File: src/rtl/tilt_sin_pkg.sv
// Shared constants and types for the tilt filter and the perspective transform stage.
package tilt_sin_pkg;

  localparam int TILT_IN_W   = 12;
  localparam int SIN_W       = 11;
  localparam int XFORM_CAP   = 60;
  localparam int TILT_LIMIT  = 2 * XFORM_CAP;
  localparam int TILT_AVG_L2 = 3;
  localparam int TILT_DEAD   = 4;
  localparam int TILT_SLEW   = 8;

  typedef logic signed [SIN_W-1:0] sin_t;

  typedef enum logic {
    ACC  = 1'b0,
    CALC = 1'b1
  } tilt_state_t;

endpackage

File: src/rtl/tilt_sin_filter_tilt_axis_chan.sv
// One tilt axis: batch accumulator, scale/deadband/clamp into a target, and the
// frame-synchronous output register (slew-limited when TILT_SLEW_EN is defined).
module tilt_axis_chan
  import tilt_sin_pkg::*;
#(
  parameter int IN_W     = TILT_IN_W,
  parameter int OUT_W    = SIN_W,
  parameter int AVG_LOG2 = TILT_AVG_L2,
  parameter int DEAD     = TILT_DEAD,
  parameter int LIMIT    = TILT_LIMIT,
  parameter int SLEW     = TILT_SLEW
) (
  input  logic                    clk,
  input  logic                    rst,
  input  logic signed [IN_W-1:0]  sample,
  input  logic                    accept,
  input  logic                    calc,
  input  logic                    frame_start,
  output logic signed [OUT_W-1:0] sin_out,
  output logic                    changed
);

  localparam int ACC_W = IN_W + AVG_LOG2;
  // Full-scale input (1 g = 2048 counts) lands on half of the output range.
  localparam int SHIFT = IN_W - OUT_W;

  localparam logic signed [ACC_W-1:0] LIM_HI  = ACC_W'(LIMIT);
  localparam logic signed [ACC_W-1:0] LIM_LO  = ACC_W'(-LIMIT);
  localparam logic signed [ACC_W-1:0] DEAD_HI = ACC_W'(DEAD);
  localparam logic signed [ACC_W-1:0] DEAD_LO = ACC_W'(-DEAD);

  logic signed [ACC_W-1:0] sum;
  logic signed [ACC_W-1:0] avg;
  logic signed [ACC_W-1:0] scaled;
  logic signed [OUT_W-1:0] target;
  logic signed [OUT_W-1:0] target_calc;
  logic signed [OUT_W-1:0] out_next;

  always_comb begin
    avg         = sum >>> AVG_LOG2;
    scaled      = avg >>> SHIFT;
    target_calc = '0;
    if (scaled > LIM_HI)
      target_calc = LIM_HI[OUT_W-1:0];
    else if (scaled < LIM_LO)
      target_calc = LIM_LO[OUT_W-1:0];
    else if (scaled > DEAD_LO && scaled < DEAD_HI)
      target_calc = '0;
    else
      target_calc = scaled[OUT_W-1:0];
  end

`ifdef TILT_SLEW_EN
  localparam logic signed [OUT_W:0] SLEW_HI = (OUT_W+1)'(SLEW);
  localparam logic signed [OUT_W:0] SLEW_LO = (OUT_W+1)'(-SLEW);

  logic signed [OUT_W:0] diff;
  logic signed [OUT_W:0] step;

  // The step always moves toward the target, so the sum stays in range.
  always_comb begin
    diff = {target[OUT_W-1], target} - {sin_out[OUT_W-1], sin_out};
    step = diff;
    if (diff > SLEW_HI)
      step = SLEW_HI;
    else if (diff < SLEW_LO)
      step = SLEW_LO;
    out_next = sin_out + step[OUT_W-1:0];
  end
`else
  logic [31:0] unused_slew;
  assign unused_slew = 32'(SLEW);

  always_comb begin
    out_next = target;
  end
`endif

  assign changed = frame_start && (out_next != sin_out);

  always_ff @(posedge clk) begin
    if (rst) begin
      sum     <= '0;
      target  <= '0;
      sin_out <= '0;
    end else begin
      if (calc) begin
        sum    <= '0;
        target <= target_calc;
      end else if (accept) begin
        sum <= sum + ACC_W'(sample);
      end
      if (frame_start)
        sin_out <= out_next;
    end
  end

endmodule

File: src/rtl/tilt_sin_filter.sv
// Tilt filter top: batch FSM and sample handshake driving two axis channels.
// Optional build macro TILT_SLEW_EN enables per-frame slew limiting of sin_x/sin_y.
module tilt_sin_filter
  import tilt_sin_pkg::*;
#(
  parameter int IN_W     = TILT_IN_W,
  parameter int OUT_W    = SIN_W,
  parameter int AVG_LOG2 = TILT_AVG_L2,
  parameter int DEAD     = TILT_DEAD,
  parameter int LIMIT    = TILT_LIMIT,
  parameter int SLEW     = TILT_SLEW
) (
  input  logic                    clk,
  input  logic                    rst,
  input  logic                    acc_valid,
  output logic                    acc_ready,
  input  logic signed [IN_W-1:0]  acc_x,
  input  logic signed [IN_W-1:0]  acc_y,
  input  logic                    frame_start,
  output logic signed [OUT_W-1:0] sin_x,
  output logic signed [OUT_W-1:0] sin_y,
  output logic                    upd
);

  localparam int COUNT_W = AVG_LOG2 + 1;
  localparam logic [COUNT_W-1:0] LAST = COUNT_W'((1 << AVG_LOG2) - 1);

  tilt_state_t        state;
  tilt_state_t        state_next;
  logic [COUNT_W-1:0] count;
  logic               accept;
  logic               calc;
  logic               changed_x;
  logic               changed_y;

  always_ff @(posedge clk) begin
    if (rst)
      state <= ACC;
    else
      state <= state_next;
  end

  // Samples offered during CALC are dropped, not held back.
  always_comb begin
    state_next = state;
    acc_ready  = 1'b0;
    accept     = 1'b0;
    calc       = 1'b0;
    case (state)
      ACC: begin
        acc_ready = 1'b1;
        accept    = acc_valid;
        if (acc_valid && count == LAST)
          state_next = CALC;
      end
      CALC: begin
        calc       = 1'b1;
        state_next = ACC;
      end
      default: state_next = ACC;
    endcase
  end

  always_ff @(posedge clk) begin
    if (rst)
      count <= '0;
    else if (calc)
      count <= '0;
    else if (accept)
      count <= count + 1'b1;
  end

  always_ff @(posedge clk) begin
    if (rst)
      upd <= 1'b0;
    else
      upd <= changed_x || changed_y;
  end

  tilt_axis_chan #(
    .IN_W(IN_W), .OUT_W(OUT_W), .AVG_LOG2(AVG_LOG2),
    .DEAD(DEAD), .LIMIT(LIMIT), .SLEW(SLEW)
  ) u_chan_x (
    .clk(clk), .rst(rst), .sample(acc_x), .accept(accept), .calc(calc),
    .frame_start(frame_start), .sin_out(sin_x), .changed(changed_x)
  );

  tilt_axis_chan #(
    .IN_W(IN_W), .OUT_W(OUT_W), .AVG_LOG2(AVG_LOG2),
    .DEAD(DEAD), .LIMIT(LIMIT), .SLEW(SLEW)
  ) u_chan_y (
    .clk(clk), .rst(rst), .sample(acc_y), .accept(accept), .calc(calc),
    .frame_start(frame_start), .sin_out(sin_y), .changed(changed_y)
  );

endmodule

File: config.mk
export PLATFORM = sky130hd
export DESIGN_NAME = tilt_sin_filter
export DESIGN_NICKNAME = d
export VERILOG_FILES = /design/src/rtl/tilt_sin_pkg.sv /design/src/rtl/tilt_sin_filter_tilt_axis_chan.sv /design/src/rtl/tilt_sin_filter.sv
export SDC_FILE = /design/constraint.sdc
export NUM_CORES = 1
export LEC_CHECK = 0
export ABC_AREA = 1
export CORE_MARGIN = 1
export CORE_UTILIZATION = 60
export CTS_CLUSTER_SIZE = 14
export DETAILED_ROUTE_END_ITERATION = 16
export PLACE_DENSITY = 0.84
export SLEW_MARGIN = 20
export SYNTH_ARGS = -nofsm -noshare
export SYNTH_HDL_FRONTEND = slang
export SYNTH_SLANG_ARGS = --single-unit
File: constraint.sdc
create_clock -name clk -period 4.7 [get_ports clk]
set_clock_uncertainty 0.15 [all_clocks]
set_input_delay 0.94 -clock clk [delete_from_list [all_inputs] [get_ports clk]]
set_output_delay 0.94 -clock clk [all_outputs]
set_load 0.1 [all_outputs]
==> flow_results.xml <==
<?xml version="1.0" encoding="UTF-8"?>
<metrics>
  <group name="global_route">
    <metric name="grt_first_pass_wirelength" unit="mm">20.7</metric>
    <metric name="grt_usage" unit="">0.315</metric>
    <metric name="grt_start_max_net_pins" unit="">34</metric>
    <metric name="grt_antenna_before_repair" unit="">0</metric>
    <metric name="first_global_vias" unit="">4534</metric>
    <metric name="grt_overflow_total" unit="">0</metric>
  </group>
  <group name="clock_network">
    <metric name="cts_hold_buf" unit="">0</metric>
    <metric name="cts_num_sinks" unit="">80</metric>
    <metric name="cts.reportedPaths.clkPinSlew" unit="ns">0.08</metric>
    <metric name="root_buffer" unit="">sky130_fd_sc_hd__clkbuf_8</metric>
    <metric name="cts.htree.levels" unit="">3</metric>
    <metric name="cts.path.max_buffers" unit="">2</metric>
    <metric name="cts_tree" unit="">yes</metric>
    <metric name="numCtsBuffers" unit="">9</metric>
    <metric name="cts_resized" unit="">0</metric>
    <metric name="insertion_delay" unit="ns">0.37</metric>
    <metric name="cts_setup_buffers" unit="">0</metric>
  </group>
  <group name="route">
    <metric name="finalWirelength" unit="mm">12.2</metric>
    <metric name="dr_total_vias" unit="">4741</metric>
    <metric name="per_cell_via_count_in_the_routed_design" unit="">5.47</metric>
    <metric name="routed_wire_length_per_instance" unit="um">14.1</metric>
    <metric name="firstDrtPassIters" unit="">5</metric>
    <metric name="detail_route.drc_violations" unit="">0</metric>
    <metric name="antenna_left" unit="">0</metric>
    <metric name="drt_iter0_markers" unit="">181</metric>
  </group>
  <group name="placement">
    <metric name="place.port_buffers" unit="">51</metric>
    <metric name="finalWeightedCongestion" unit="">0.958</metric>
    <metric name="detailedPlacementHpwl" unit="mm">8.99</metric>
  </group>
  <group name="worst_setup_path">
    <metric name="worst_ep_arrival_time" unit="ns">2.21</metric>
    <metric name="criticalPathCategory" unit="">flop to output port</metric>
    <metric name="setup.reg_to_reg.worst_slack" unit="ns">2.41</metric>
    <metric name="worstPathCellList" unit="">inv_1 &gt; clkdlybuf4s50_1</metric>
    <metric name="max_stage_delay_on_crit_path" unit="ns">1.17</metric>
    <metric name="setup.worst_path.end" unit="">acc_ready</metric>
    <metric name="worstPathMaxFanout" unit="">11</metric>
    <metric name="critical_path_required" unit="ns">3.61</metric>
    <metric name="worstRegToRegCells" unit="">6</metric>
    <metric name="cp_num_buf_inv" unit="">2</metric>
    <metric name="worstSetupStartpoint" unit="">state</metric>
    <metric name="r2r-start" unit="">state</metric>
    <metric name="worstReg2RegEnd" unit="">u_chan_y.sum[4]</metric>
    <metric name="crit_path_end_kind" unit="">output port</metric>
    <metric name="critPathSlowestCell" unit="">sky130_fd_sc_hd__clkdlybuf4s50_1</metric>
    <metric name="critPathLaunchType" unit="">flop</metric>
    <metric name="logic_depth_of_the_worst_path_buffers_included" unit="">2</metric>
    <metric name="worst_path_dominant_cell_family" unit="">buffers and inverters</metric>
  </group>
  <group name="final_layout">
    <metric name="num-nets-final" unit="">818</metric>
    <metric name="areaGrowthSynthToFinish" unit="%">17.4</metric>
    <metric name="finish.utilization" unit="">0.728</metric>
    <metric name="drive_above_1_share" unit="">0.0445</metric>
    <metric name="insertedDiodeCount" unit="">0</metric>
  </group>
  <group name="logic_synthesis">
    <metric name="synth.ff_latch_count" unit="">80</metric>
    <metric name="synth-warning-count" unit="">0</metric>
    <metric name="synth.cell_area" unit="um^2">4790</metric>
    <metric name="asr_flop_ratio_synth" unit="">0</metric>
    <metric name="sequential_area_share_after_synthesis" unit="">0.334</metric>
    <metric name="synth_top_flop_cell" unit="">sky130_fd_sc_hd__dfxtp_1</metric>
    <metric name="syn_inst" unit="">711</metric>
    <metric name="mean_syn_cell_area" unit="um^2">6.74</metric>
    <metric name="synth_nets" unit="">770</metric>
    <metric name="synth_cell_types" unit="">30</metric>
    <metric name="number_of_enable_type_register_cells_in_the_synthesized_netlist" unit="">0</metric>
  </group>
  <group name="sta">
    <metric name="report.final.hold_viol_count" unit="">0</metric>
    <metric name="max-slew-margin-rel" unit="">0.288</metric>
    <metric name="finalSetupViolations" unit="">0</metric>
    <metric name="clock.fmax" unit="GHz">0.303</metric>
    <metric name="final_max_slew_viol_count" unit="">0</metric>
    <metric name="layout_min_cycle_time" unit="ns">3.30</metric>
    <metric name="setup_tns" unit="ns">0</metric>
    <metric name="timing_worst_slew_pin_value" unit="ns">1.07</metric>
    <metric name="grt_setup_unrepaired" unit="">false</metric>
    <metric name="period_share" unit="">0.702</metric>
  </group>
  <group name="pwr">
    <metric name="power.combinational.fraction" unit="">0.276</metric>
    <metric name="power_report.internal_total" unit="mW">1.26</metric>
    <metric name="sequentialPowerShare" unit="">0.394</metric>
    <metric name="pwr-share-clk" unit="">0.329</metric>
    <metric name="total_switching_power" unit="mW">0.667</metric>
    <metric name="worst_ir_drop_vdd" unit="uV">190</metric>
    <metric name="sw_frac_of_total" unit="">0.346</metric>
    <metric name="power.density" unit="nW/um^2">342</metric>
    <metric name="leakage_component_of_the_power" unit="nW">2.65</metric>
  </group>
  <group name="die">
    <metric name="start_util" unit="">0.620</metric>
    <metric name="die_height" unit="um">91.3</metric>
    <metric name="core_region_area" unit="um^2">7730</metric>
    <metric name="pin_count" unit="">52</metric>
    <metric name="rows" unit="">32</metric>
    <metric name="chipWidth" unit="um">91.3</metric>
    <metric name="design.die.area" unit="um^2">8340</metric>
  </group>
  <group name="hold_path">
    <metric name="worstHoldPathType" unit="">flop to flop</metric>
  </group>
  <group name="outcome">
    <metric name="run_status" unit="">completed</metric>
  </group>
  <group name="job">
    <metric name="drv_cap" unit="">0</metric>
  </group>
</metrics>
## per-layer routing
metal | wire length [um] | vias to the layer above | track usage | share of wire
met3 | 645 | 28 | 0.0595 | 0.053
li1 | - | 2405 | - | -
met5 | 0 | - | 0 | 0
met2 | 5680 | 140 | 0.515 | 0.47
met4 | 321 | 0 | 0.153 | 0.026
met1 | 5530 | 2168 | 0.398 | 0.45
## Yosys cell counts (8+ instances only)
master | instances | area [um^2]
sky130_fd_sc_hd__inv_1 | 87 | 327
sky130_fd_sc_hd__nand4_1 | 8 | 50.1
sky130_fd_sc_hd__xor2_1 | 16 | 140
sky130_fd_sc_hd__xnor2_1 | 16 | 140
sky130_fd_sc_hd__nand3_1 | 44 | 220
sky130_fd_sc_hd__nand2_1 | 130 | 488
sky130_fd_sc_hd__a21oi_1 | 70 | 350
sky130_fd_sc_hd__ha_1 | 29 | 363
sky130_fd_sc_hd__nor2_1 | 100 | 375
sky130_fd_sc_hd__o21ai_0 | 71 | 355
sky130_fd_sc_hd__clkbuf_1 | 13 | 48.8
sky130_fd_sc_hd__dfxtp_1 | 80 | 1600
## final cells by class
type                       count  area [um^2]
clock inverter                 6          115
clock buffer                  10          128
multi-input combinational    524         2780
inverter                      90          338
timing repair buffer          54          533
sequential                    80         1600
fill                         642         2100
tap                          102          128
## power groups by stage
stage / clock network, mW / logic [mW] / registers (mW)
floorplan: 0 / 0.330 / 0.830
global placement: 0 / 0.518 / 0.772
detailed placement: 0 / 0.525 / 0.774
CTS: 0.641 / 0.529 / 0.759
global route: 0.671 / 0.598 / 0.764
finish: 0.634 / 0.532 / 0.760
## how the worst min path moves through the flow
stage / start / to / slack (ns) / cells past startpoint
after detailed placement: count[3] / state / 0.28 / 1
final: count[3] / state / 0.31 / 1
after global routing: count[3] / count[3] / 0.32 / 1
after floorplan: count[3] / state / 0.27 / 1
after global placement: count[3] / state / 0.28 / 1
after CTS: count[3] / state / 0.30 / 1
## stage by stage
step	std cells	cell area, um^2	worst slack [ns]	power, mW	hold WS [ns]
2_1_floorplan	711	4790	2.19	1.16	0.268
3_3_place_gp	850	5380	1.56	1.29	0.281
3_5_place_dp	850	5380	1.56	1.30	0.283
4_1_cts	866	5620	1.40	1.93	0.303
5_1_grt	866	5620	1.34	2.03	0.320
6_report	866	5620	1.40	1.93	0.307
## layout by cell type, fill, tap and decap left out, drive strengths merged
cell type	synthesis	final
xnor2	16	16
ha	29	29
clkinvlp	0	1
clkdlybuf4s50	0	51
or2	3	3
xor2	16	16
fa	2	2
dfxtp	80	80
nand2	134	134
o21ai	77	77
bufinv	0	3
nand4	8	8
nor2	104	104
inv	90	92
a21o	2	2
o21bai	4	4
nor3	6	6
nand3	45	45
clkbuf	13	10
and2	3	3
nand3b	2	2
o21a	2	2
a21oi	71	71
buf	4	3
## flip-flops by register name (all words and copies together) (netlist names)
signal,flops
u_chan_x.out_next,11
u_chan_x.sum,15
u_chan_y.sum,15
count,4
state,1
u_chan_y.out_next,11
u_chan_x.sin_out,11
u_chan_y.sin_out,11
upd,1
## cells by family (layout without fill, tap and decap cells)
| group | Yosys count | in the layout | share of synthesized area |
|---|---|---|---|
| xor gates and xnor gates | 32 | 32 | 0.0585 |
| adders and majority gates | 31 | 31 | 0.0841 |
| AOI/OAI and AO/OA | 156 | 156 | 0.170 |
| and+or+nand+nor | 305 | 305 | 0.269 |
| buffers and inverters | 107 | 160 | 0.0849 |
| DFF | 80 | 80 | 0.334 |
## worst reg2reg max path, delay by kind of cell, from the launching register on
family / cells / cell delay, ns
buffers and inverters: 3 / 1.08
AO/OA/AOI/OAI: 2 / 0.29
AND/OR/NAND/NOR: 1 / 0.08
flip-flops: 1 / 0.60
Power figures use the tool's default switching activity.
